--- config.mk ---
export PLATFORM = sky130hd
export DESIGN_NAME = hdma_engine_flat
export DESIGN_NICKNAME = d
export VERILOG_FILES = /design/src/rtl/hdma_engine_if.sv /design/src/rtl/hdma_engine.sv /design/src/flat_wrapper.sv
export SDC_FILE = /design/constraint.sdc
export NUM_CORES = 1
export LEC_CHECK = 0
export CORE_UTILIZATION = 35
export CTS_BUF_LIST = sky130_fd_sc_hd__clkbuf_4 sky130_fd_sc_hd__clkbuf_8 sky130_fd_sc_hd__clkbuf_16
export CTS_CLUSTER_DIAMETER = 120
export DETAILED_ROUTE_END_ITERATION = 6
export SLEW_MARGIN = 30
export SYNTH_ARGS = -nofsm -noshare
export SYNTH_HDL_FRONTEND = slang
export SYNTH_SLANG_ARGS = --single-unit
--- constraint.sdc ---
create_clock -name clk4_2 -period 4.2 [get_ports clk4_2]
set_input_delay 0.63 -clock clk4_2 [delete_from_list [all_inputs] [get_ports clk4_2]]
set_output_delay 0.63 -clock clk4_2 [all_outputs]
set_load 0.03 [all_outputs]
--- src/rtl/hdma_engine_if.sv ---
// ---------------------------------------------------------------------------
// hdma_engine_if
//   Bus bundle between the VRAM DMA engine and its two memories:
//   the CPU-bus read port (source) and the VRAM write port (destination).
//
//   Signals
//     src_addr   [15:0]  CPU-bus read address
//     src_rd             read strobe; src_data is valid on the following cycle
//     src_data   [7:0]   read data returned by the CPU bus
//     vram_addr  [12:0]  VRAM byte offset
//     vram_wr            VRAM write strobe
//     vram_data  [7:0]   VRAM write data
//
//   Handshake: both ports are strobe-only, with no back-pressure. A read is
//   issued for exactly one cycle with src_rd=1 and the slave must present
//   src_data on the very next cycle. A write is one cycle with vram_wr=1;
//   addr/data are meaningful only in that cycle.
//
//   Modports
//     master : the DMA engine
//     slave  : the memory side (CPU bus + VRAM)
// ---------------------------------------------------------------------------
interface hdma_engine_if;
   logic [15:0] src_addr;
   logic        src_rd;
   logic [7:0]  src_data;
   logic [12:0] vram_addr;
   logic        vram_wr;
   logic [7:0]  vram_data;

   modport master (
      output src_addr, src_rd, vram_addr, vram_wr, vram_data,
      input  src_data
   );

   modport slave (
      input  src_addr, src_rd, vram_addr, vram_wr, vram_data,
      output src_data
   );
endinterface

--- src/rtl/hdma_engine.sv ---
// ---------------------------------------------------------------------------
// hdma_engine
//   CGB VRAM DMA engine. Copies 16-byte blocks from the CPU bus into VRAM,
//   either all at once (GDMA) or one block per HBlank entry (HDMA). The CPU
//   is stalled while a block is in flight. Each byte takes two cycles
//   (read, then write), so one block occupies 32 back-to-back cycles.
//
//   Ports
//     clk4_2         system clock, rising edge
//     reset_n        asynchronous active-low reset
//     DMA_start      1-cycle pulse, HDMA1..5 are valid in that cycle
//     HDMA1..HDMA4   source hi/lo, destination hi/lo
//     HDMA5          [7] mode (0 GDMA, 1 HDMA), [6:0] blocks-1
//     STAT_mode      PPU mode, 2'b00 = HBlank
//     bus            source read / VRAM write port (master side)
//     cpu_stall      high while a block is being copied
//     GDMA_finished  1-cycle pulse the cycle after the final write
//     hdma_status    FF55 readback value
//     o_dbg_state    current FSM state
// ---------------------------------------------------------------------------
module hdma_engine (
   input  logic          clk4_2,
   input  logic          reset_n,
   input  logic          DMA_start,
   input  logic [7:0]    HDMA1,
   input  logic [7:0]    HDMA2,
   input  logic [7:0]    HDMA3,
   input  logic [7:0]    HDMA4,
   input  logic [7:0]    HDMA5,
   input  logic [1:0]    STAT_mode,
   hdma_engine_if.master bus,
   output logic          cpu_stall,
   output logic          GDMA_finished,
   output logic [7:0]    hdma_status,
   output logic [2:0]    o_dbg_state
);

   typedef enum logic [2:0] {
      S_IDLE      = 3'd0,
      S_GDMA_RD   = 3'd1,
      S_GDMA_WR   = 3'd2,
      S_HDMA_WAIT = 3'd3,
      S_HDMA_RD   = 3'd4,
      S_HDMA_WR   = 3'd5,
      S_HDMA_HOLD = 3'd6
   } state_t;

   state_t      r_state;
   logic [1:0]  r_stat_prev;
   logic [15:0] r_src;
   logic [12:0] r_dst;
   logic [7:0]  r_blk_left;
   logic [3:0]  r_byte;
   logic        r_src_rd;
   logic        r_vram_wr;
   logic        r_stall;
   logic        r_fin;
   logic [7:0]  r_status;

   // A start that arrives while a block is being copied is parked here and
   // acted on at the block boundary, so a block is never split.
   logic        r_pend;
   logic        r_pend_mode;
   logic [15:0] r_pend_src;
   logic [12:0] r_pend_dst;
   logic [6:0]  r_pend_n;

   logic        w_hblank_start;
   logic [15:0] w_new_src;
   logic [12:0] w_new_dst;
   logic        w_pv;
   logic        w_ld_mode;
   logic [15:0] w_ld_src;
   logic [12:0] w_ld_dst;
   logic [6:0]  w_ld_n;
   logic [7:0]  w_ld_blk;
   logic [7:0]  w_blk_dec;
   logic [6:0]  w_left_m1;
   logic [6:0]  w_left_m2;
   logic        w_last_byte;
   logic        w_in_copy;
   logic        w_do_load;
   logic        w_unused;

   assign w_hblank_start = (STAT_mode == 2'b00) && (r_stat_prev != 2'b00);
   assign w_new_src      = {HDMA1, HDMA2[7:4], 4'h0};
   assign w_new_dst      = {HDMA3[4:0], HDMA4[7:4], 4'h0};

   // Parameters to load: a live start wins over a parked one.
   assign w_pv      = r_pend | DMA_start;
   assign w_ld_mode = DMA_start ? HDMA5[7]   : r_pend_mode;
   assign w_ld_src  = DMA_start ? w_new_src  : r_pend_src;
   assign w_ld_dst  = DMA_start ? w_new_dst  : r_pend_dst;
   assign w_ld_n    = DMA_start ? HDMA5[6:0] : r_pend_n;
   assign w_ld_blk  = {1'b0, w_ld_n} + 8'd1;

   // blk_left is 1..128; its 7-bit "minus one" form is the FF55 count field.
   assign w_blk_dec   = r_blk_left - 8'd1;
   assign w_left_m1   = r_blk_left[6:0] - 7'd1;
   assign w_left_m2   = r_blk_left[6:0] - 7'd2;
   assign w_last_byte = (r_byte == 4'hF);
   assign w_in_copy   = (r_state == S_HDMA_RD) || (r_state == S_HDMA_WR);

   assign w_do_load =
      ((r_state == S_IDLE) && DMA_start) ||
      (((r_state == S_HDMA_WAIT) || (r_state == S_HDMA_HOLD)) && DMA_start && HDMA5[7]) ||
      ((r_state == S_HDMA_WR) && w_last_byte && w_pv && w_ld_mode);

   assign w_unused = &{1'b0, HDMA2[3:0], HDMA3[7:5], HDMA4[3:0]};

   always_ff @(posedge clk4_2 or negedge reset_n) begin
      if (!reset_n) begin
         r_state     <= S_IDLE;
         r_stat_prev <= 2'b00;
         r_src       <= '0;
         r_dst       <= '0;
         r_blk_left  <= '0;
         r_byte      <= '0;
         r_src_rd    <= 1'b0;
         r_vram_wr   <= 1'b0;
         r_stall     <= 1'b0;
         r_fin       <= 1'b0;
         r_status    <= 8'hFF;
         r_pend      <= 1'b0;
         r_pend_mode <= 1'b0;
         r_pend_src  <= '0;
         r_pend_dst  <= '0;
         r_pend_n    <= '0;
      end else begin
         r_stat_prev <= STAT_mode;
         r_fin       <= 1'b0;

         if (DMA_start && w_in_copy) begin
            r_pend      <= 1'b1;
            r_pend_mode <= HDMA5[7];
            r_pend_src  <= w_new_src;
            r_pend_dst  <= w_new_dst;
            r_pend_n    <= HDMA5[6:0];
         end

         case (r_state)
            S_IDLE: begin
               if (DMA_start) begin
                  r_pend <= 1'b0;
                  if (HDMA5[7]) begin
                     r_state <= S_HDMA_WAIT;
                  end else begin
                     r_state  <= S_GDMA_RD;
                     r_src_rd <= 1'b1;
                     r_stall  <= 1'b1;
                  end
               end
            end

            S_GDMA_RD: begin
               r_src_rd  <= 1'b0;
               r_vram_wr <= 1'b1;
               r_state   <= S_GDMA_WR;
            end

            S_GDMA_WR: begin
               r_vram_wr <= 1'b0;
               r_src     <= r_src + 16'd1;
               r_dst     <= r_dst + 13'd1;
               r_byte    <= r_byte + 4'd1;
               if (w_last_byte) begin
                  r_blk_left <= w_blk_dec;
                  r_status   <= {1'b0, w_left_m2};
               end
               if (w_last_byte && (w_blk_dec == 8'd0)) begin
                  r_state  <= S_IDLE;
                  r_stall  <= 1'b0;
                  r_fin    <= 1'b1;
                  r_status <= 8'hFF;
               end else begin
                  r_state  <= S_GDMA_RD;
                  r_src_rd <= 1'b1;
               end
            end

            S_HDMA_WAIT, S_HDMA_HOLD: begin
               if (DMA_start) begin
                  if (HDMA5[7]) begin
                     r_state <= S_HDMA_WAIT;
                  end else begin
                     r_state  <= S_IDLE;
                     r_status <= {1'b1, w_left_m1};
                  end
               end else if (r_state == S_HDMA_WAIT) begin
                  if (w_hblank_start) begin
                     r_state  <= S_HDMA_RD;
                     r_src_rd <= 1'b1;
                     r_stall  <= 1'b1;
                  end
               end else if (STAT_mode != 2'b00) begin
                  // Leaving HBlank re-arms the wait: one block per HBlank.
                  r_state <= S_HDMA_WAIT;
               end
            end

            S_HDMA_RD: begin
               r_src_rd  <= 1'b0;
               r_vram_wr <= 1'b1;
               r_state   <= S_HDMA_WR;
            end

            S_HDMA_WR: begin
               r_vram_wr <= 1'b0;
               r_src     <= r_src + 16'd1;
               r_dst     <= r_dst + 13'd1;
               r_byte    <= r_byte + 4'd1;
               if (!w_last_byte) begin
                  r_state  <= S_HDMA_RD;
                  r_src_rd <= 1'b1;
               end else begin
                  r_blk_left <= w_blk_dec;
                  r_stall    <= 1'b0;
                  r_pend     <= 1'b0;
                  // Boundary priority: parked restart, then natural
                  // completion, then parked cancel, else wait for next HBlank.
                  if (w_pv && w_ld_mode) begin
                     r_state <= S_HDMA_WAIT;
                  end else if (w_blk_dec == 8'd0) begin
                     r_state  <= S_IDLE;
                     r_fin    <= 1'b1;
                     r_status <= 8'hFF;
                  end else if (w_pv) begin
                     r_state  <= S_IDLE;
                     r_status <= {1'b1, w_left_m2};
                  end else begin
                     r_state  <= S_HDMA_HOLD;
                     r_status <= {1'b0, w_left_m2};
                  end
               end
            end

            default: r_state <= S_IDLE;
         endcase

         // Loading a new transfer overrides the pointer/count updates above.
         if (w_do_load) begin
            r_src      <= w_ld_src;
            r_dst      <= w_ld_dst;
            r_blk_left <= w_ld_blk;
            r_byte     <= 4'h0;
            r_status   <= {1'b0, w_ld_n};
         end
      end
   end

   assign bus.src_addr  = r_src;
   assign bus.src_rd    = r_src_rd;
   assign bus.vram_addr = r_dst;
   assign bus.vram_wr   = r_vram_wr;
   // Read data arrives in the write cycle itself, so it is passed straight
   // through and held at zero outside write cycles.
   assign bus.vram_data = r_vram_wr ? bus.src_data : 8'h00;
   assign cpu_stall     = r_stall;
   assign GDMA_finished = r_fin;
   assign hdma_status   = r_status;
   assign o_dbg_state   = r_state;

endmodule

--- src/flat_wrapper.sv ---
// flat-port wrapper written by rule: the top's interface ports become plain ports
module hdma_engine_flat 
  (clk4_2, reset_n, DMA_start, HDMA1, HDMA2, HDMA3, HDMA4, HDMA5, STAT_mode, cpu_stall, GDMA_finished, hdma_status, o_dbg_state, bus_src_addr, bus_src_rd, bus_vram_addr, bus_vram_wr, bus_vram_data, bus_src_data);
  hdma_engine_if bus_i ();
  input  logic clk4_2;
  input  logic reset_n;
  input  logic DMA_start;
  input  logic [7:0] HDMA1;
  input  logic [7:0] HDMA2;
  input  logic [7:0] HDMA3;
  input  logic [7:0] HDMA4;
  input  logic [7:0] HDMA5;
  input  logic [1:0] STAT_mode;
  output logic cpu_stall;
  output logic GDMA_finished;
  output logic [7:0] hdma_status;
  output logic [2:0] o_dbg_state;
  output wire logic [$bits(bus_i.src_addr)-1:0] bus_src_addr;
  output wire logic [$bits(bus_i.src_rd)-1:0] bus_src_rd;
  output wire logic [$bits(bus_i.vram_addr)-1:0] bus_vram_addr;
  output wire logic [$bits(bus_i.vram_wr)-1:0] bus_vram_wr;
  output wire logic [$bits(bus_i.vram_data)-1:0] bus_vram_data;
  input wire logic [$bits(bus_i.src_data)-1:0] bus_src_data;
  assign bus_src_addr = bus_i.src_addr;
  assign bus_src_rd = bus_i.src_rd;
  assign bus_vram_addr = bus_i.vram_addr;
  assign bus_vram_wr = bus_i.vram_wr;
  assign bus_vram_data = bus_i.vram_data;
  assign bus_i.src_data = bus_src_data;
  hdma_engine u_core (.clk4_2(clk4_2), .reset_n(reset_n), .DMA_start(DMA_start), .HDMA1(HDMA1), .HDMA2(HDMA2), .HDMA3(HDMA3), .HDMA4(HDMA4), .HDMA5(HDMA5), .STAT_mode(STAT_mode), .bus(bus_i), .cpu_stall(cpu_stall), .GDMA_finished(GDMA_finished), .hdma_status(hdma_status), .o_dbg_state(o_dbg_state));
endmodule
---- Word-level counts from Yosys, hierarchy flattened ----
Cells that the tools add are included.
word-level totals
  register bits after elaboration ......... 88
  input bits .............................. 53
  logic and storage cells ................. 138
operators by class
  add/sub/neg operators ................... 7
  eq/ne operators ......................... 23
  muxes and demuxes ....................... 58
  bitwise gates (word level) .............. 1
  reductions and logical operators ........ 33
operator list
  kind                                               count
  2-to-1 mux 8 bit                                   13
  2-to-1 mux 16 bit                                  3
  2-to-1 mux 13 bit                                  3
  2-to-1 mux 3 bit                                   9
  one-hot mux 8 bit (3 select lines)                 1
  2-to-1 mux 1 bit                                   18
  one-hot mux 3 bit (6 select lines)                 1
  adder 16 x 1 -> 16 bit (second input constant)     1
  AND reduction 8 bit                                2
  adder 13 x 1 -> 13 bit (second input constant)     1
  logical AND 1 bit                                  10
  != test 2 bit (second input constant)              5
  nonzero test 2 bit                                 5
  equality test 3 bit (second input constant)        3
  != test 3 x 2 -> 1 bit (second input constant)     3
  adder 7 x 1 -> 8 bit (second input constant)       1
  zero test 8 bit                                    1
  2-to-1 mux 4 bit                                   2
  != test 2 x 1 -> 1 bit (second input constant)     4
  nonzero test 4 bit                                 2
  subtractor 8 x 1 -> 8 bit (second input constant)  1
  2-to-1 mux 7 bit                                   1
  subtractor 7 x 1 -> 7 bit (second input constant)  1
  subtractor 7 x 2 -> 7 bit (second input constant)  1
  other kinds (21)                                   30

---- Logic depth before layout (Yosys ltp) ----
  word-level depth ........................ 8
  depth in mapped cells ................... 9
  mapped depth without buffers ............ 7

---- Worst setup path before layout ----
OpenSTA, ideal clock, no wires.
  path type ............................... input-to-reg
  start ................................... input DMA_start
  end ..................................... register u_core.r_blk_left[6]
  library setup time ...................... 126 ps
  arrival ................................. 2192 ps
  data required time ...................... 4074 ps
  path slack .............................. 1882 ps
  cell stages on the path ................. 9
  path buffers ............................ 3
  cells stage by stage .................... buf_2 buf_2 buf_1 mux2i_1 inv_1 ha_1 nor4b_1 xnor2_1 mux2i_1
on the way
  longest elaborated chain between the ends .. 6
ends and longest elaborated chain
  item                                                                          line                text
  start, declared                                                               flat_wrapper.sv:7   input logic DMA_start;
  parallel branches: the longest is 6 deep, another holds adder 7 x 1 -> 8 bit  --
  end signal, assigned                                                          hdma_engine.sv:167  r_blk_left <= w_blk_dec;
  end signal, assigned                                                          hdma_engine.sv:216  r_blk_left <= w_blk_dec;
  end signal, assigned                                                          hdma_engine.sv:244  r_blk_left <= w_ld_blk;
  end, declared                                                                 hdma_engine.sv:52   logic [7:0] r_blk_left;
Parallel ways; which one is timed is not known.
A chain may end at the register's enable or synchronous reset.

---- Worst setup path in the final report ----
  start ................................... register u_core.r_state[1], in the netlist u_core.o_dbg_state[1]
  end ..................................... output o_dbg_state[1]
RTL lines
  item                    line                text
  start, declared         hdma_engine.sv:48   state_t r_state;
  start signal, assigned  hdma_engine.sv:113  r_state <= S_IDLE;
  start signal, assigned  hdma_engine.sv:146  r_state <= S_HDMA_WAIT;
  start signal, assigned  hdma_engine.sv:148  r_state <= S_GDMA_RD;
  end, declared           flat_wrapper.sv:17  output logic [2:0] o_dbg_state;
No word-level cell between the ends.

==> flow_metrics.env <==
export IMPL_status="completed"
export IMPL_synth_cells=532
export IMPL_ys_flop_type="dfrtp_1"
export IMPL_nNetsFinal=671
export IMPL_worst_slack_ns=1.67
export IMPL_grt_max_degree=65
export IMPL_rsz0062_at_grt="no"
export IMPL_rows=43
export IMPL_cts_root_buf="clkbuf_16"
export IMPL_combPwrFrac_pct=49.4
export IMPL_core_area_um2=14100
export IMPL_dp_slack_ns=1.48
export IMPL_place_congestion=0.877
export IMPL_synth_area_leader_cell="dfrtp_1"
export IMPL_synth_seq_cells=88
export IMPL_p_int_mw=2.71
export IMPL_dp_hpwl_mm=8.92
export IMPL_cts_setup_buffers=0
export IMPL_start_kind="register"
export IMPL_grt_pass1_vias=4110
export IMPL_tritoncts="built"
export IMPL_worstSetupEndpointType="primary output"
export IMPL_mappedNetlistArea_um2=5150
export IMPL_area_delta_synth_final_pct=25.7
export IMPL_yosysMostFrequentCell="dfrtp_1"
export IMPL_die_area_um2=15200
export IMPL_drive_gt1_share_pct=11.4
export IMPL_cellPowerDensity_nw_per_um2=734
export IMPL_grt_remaining_overflow=0
export IMPL_relSlewSlack_pct=43.5
export IMPL_cts_resized=0
export IMPL_initial_core_util_pct=36.6
export IMPL_vias=4285
export IMPL_setup_tns_ns=0
export IMPL_cp_top_family="buffers and inverters"
export IMPL_cp_max_fo=21
export IMPL_ir_drop_v=0.000297
export IMPL_critical_path_buf_inv_count=1
export IMPL_cp_slowest_cell="clkdlybuf4s50_1"
export IMPL_die_h_um=123
export IMPL_worstPathCellList="clkdlybuf4s50_1"
export IMPL_netlist_top_cells_area="dfrtp_1 (39%), mux2_2 (6.6%), a211oi_1 (4.4%)"
export IMPL_grtUsageTotal_pct=17.8
export IMPL_antenna_found_initial=0
export IMPL_cts_hold_buffers_added=0
export IMPL_finalSetupViolations=0
export IMPL_leakage_nw=2.58
export IMPL_clk_pin_slew_ns=0.07
export IMPL_numPortBuffers=93
export IMPL_cts_sinks=88
export IMPL_clk_latency_ns=0.35
export IMPL_crit_type="register to primary output"
export IMPL_switchingPower_mw=2.04
export IMPL_die_width_um=123
export IMPL_period_minus_slack_ns=2.53
export IMPL_drt_wl_total_mm=12.8
export IMPL_synth_net_count=593
export IMPL_tightest_slew_ns=0.847
export IMPL_htreeDepth=3
export IMPL_drv_slew=0
export IMPL_syn_avg_cell_area_um2=9.69
export IMPL_yosys_warnings=0
export IMPL_cp_arrival_ns=1.90
export IMPL_synth_edff_count=0
export IMPL_ys_types=67
export IMPL_hold_viol_final=0
export IMPL_drtIter0Drc=279
export IMPL_seq_area_frac_synth_pct=42.9
export IMPL_synthTopCellsByCount="dfrtp_1 (80), nor2_1 (43), nand2_1 (39), a21oi_1 (34)"
export IMPL_async_flop_share_pct=100
export IMPL_ff2ff_setup_slack_ns=1.68
export IMPL_synth_top_area_share_pct=38.9
export IMPL_cts_inserted_buffers=9
export IMPL_antennaDiodeCount=0
export IMPL_cap_viol_max_count=0
export IMPL_clkPwrFrac_pct=16.2
export IMPL_hold_class="primary input to async pin"
export IMPL_fmax_mhz=396
export IMPL_dr_pass1_iters=4
export IMPL_cp_required_ns=3.57
export IMPL_cts_buffer_depth=2
export IMPL_io_pins=105
export IMPL_seq_power_share_pct=34.5
export IMPL_viasPerCell=5.39
export IMPL_route_detailed_drc=0
export IMPL_wl_per_cell_um=16.0
export IMPL_finClkSkew_ns=0.00623
export IMPL_cpPeakStageDelay_ns=0.79
export IMPL_period_share_pct=60.1
export IMPL_drtAntennaViolNets=0
export IMPL_grt_pass1_wl_mm=20.5
export IMPL_swShare_pct=42.9
power by group through the flow:
stage                     Combinational, mW  Sequential, mW  Clock (mW)
after floorplan                        1.34            1.87           0
after global placement                 2.32            1.63           0
after detailed placement               2.35            1.64           0
after CTS                              2.36            1.63       0.795
after global routing                   2.57            1.70       0.821
final                                  2.35            1.64       0.768
metal layers:
metal / track usage [%] / share of wire, % / vias up
li1: - / - / 2075
met1: 22.9 / 45 / 2073
met2: 28.2 / 47 / 122
met3: 4.52 / 6.9 / 15
met4: 7.53 / 1.7 / 0
met5: 0 / 0 / -
through the flow:
step                hold slack [ns]  total power [mW]  std cells  utilization, %  cell area (µm²)
floorplan                     0.334              3.21        532               -             5150
global placement              0.479              3.95        779            44.0             6200
finish                        0.374              4.75        795            45.9             6480
detailed placement            0.485              3.99        779            44.0             6200
CTS                           0.427              4.79        795            45.9             6480
global route                  0.476              5.09        795            45.9             6480
sequential cells by signal (all words and copies together), names as in the netlist, 2 cells and up:
register	count
u_core.o_dbg_state	3
u_core.r_pend_n	7
u_core.r_stat_prev	2
u_core.bus.vram_addr	13
u_core.hdma_status	8
u_core.bus.src_addr	16
u_core.r_byte	4
u_core.r_pend_dst	9
u_core.r_pend_src	12
u_core.r_blk_left	8
worst paths after layout:
check | from | endpoint | cells past startpoint
max | u_core.o_dbg_state[1]$_DFFE_PN0P_ | o_dbg_state[1] | 1
min | reset_n | u_core.r_pend_n[5]$_DFFE_PN0P_ | 1
max reg2reg | u_core.o_dbg_state[1]$_DFFE_PN0P_ | u_core.bus.src_addr[14]$_DFFE_PN0P_ | 5
min reg2reg | u_core.r_pend_dst[9]$_DFFE_PN0P_ | u_core.r_pend_dst[9]$_DFFE_PN0P_ | 1
max in group asynchronous | reset_n | u_core.hdma_status[7]$_DFFE_PN1P_ | 2
min in group clk4_2 | u_core.r_pend_dst[9]$_DFFE_PN0P_ | u_core.r_pend_dst[9]$_DFFE_PN0P_ | 1
cell type report:
class / count / area (µm²)
Fill cell: 1363 / 7620
Multi-Input combinational cell: 400 / 2750
Sequential cell: 88 / 2210
Timing Repair Buffer: 98 / 961
Clock buffer: 13 / 262
Tap cell: 180 / 225
Inverter: 13 / 48.8
Clock inverter: 3 / 17.5
cell usage in the layout, fill, tap and decap left out, types with 6 or more instances in the layout:
| cell | n |
|---|---|
| o21ai_0 | 21 |
| mux2i_1 | 10 |
| nand2_1 | 39 |
| a21oi_1 | 34 |
| inv_1 | 13 |
| nor2_1 | 43 |
| clkbuf_16 | 9 |
| dfstp_2 | 8 |
| mux2_2 | 30 |
| nand3_1 | 17 |
| nand4_1 | 12 |
| clkdlybuf4s50_1 | 91 |
| and2_1 | 8 |
| nor2b_1 | 22 |
| dfrtp_1 | 80 |
| a211oi_1 | 30 |
| ha_1 | 8 |
| xnor2_1 | 19 |
| o211ai_1 | 6 |
| buf_4 | 6 |
| xor2_1 | 25 |
cells by family (layout without fill, tap and decap cells):
family / after synthesis / count (layout) / share of synthesized area, %
AO/OA/AOI/OAI: 130 / 130 / 17.1
XOR/XNOR: 45 / 45 / 7.80
adder cells (fa/ha/maj): 8 / 8 / 1.94
buffers and inverters: 44 / 127 / 3.79
flip-flops: 88 / 88 / 42.9
multiplexers: 41 / 41 / 8.72
AND/OR/NAND/NOR: 176 / 176 / 17.7
Note: power is estimated with default switching activity, not from simulation.
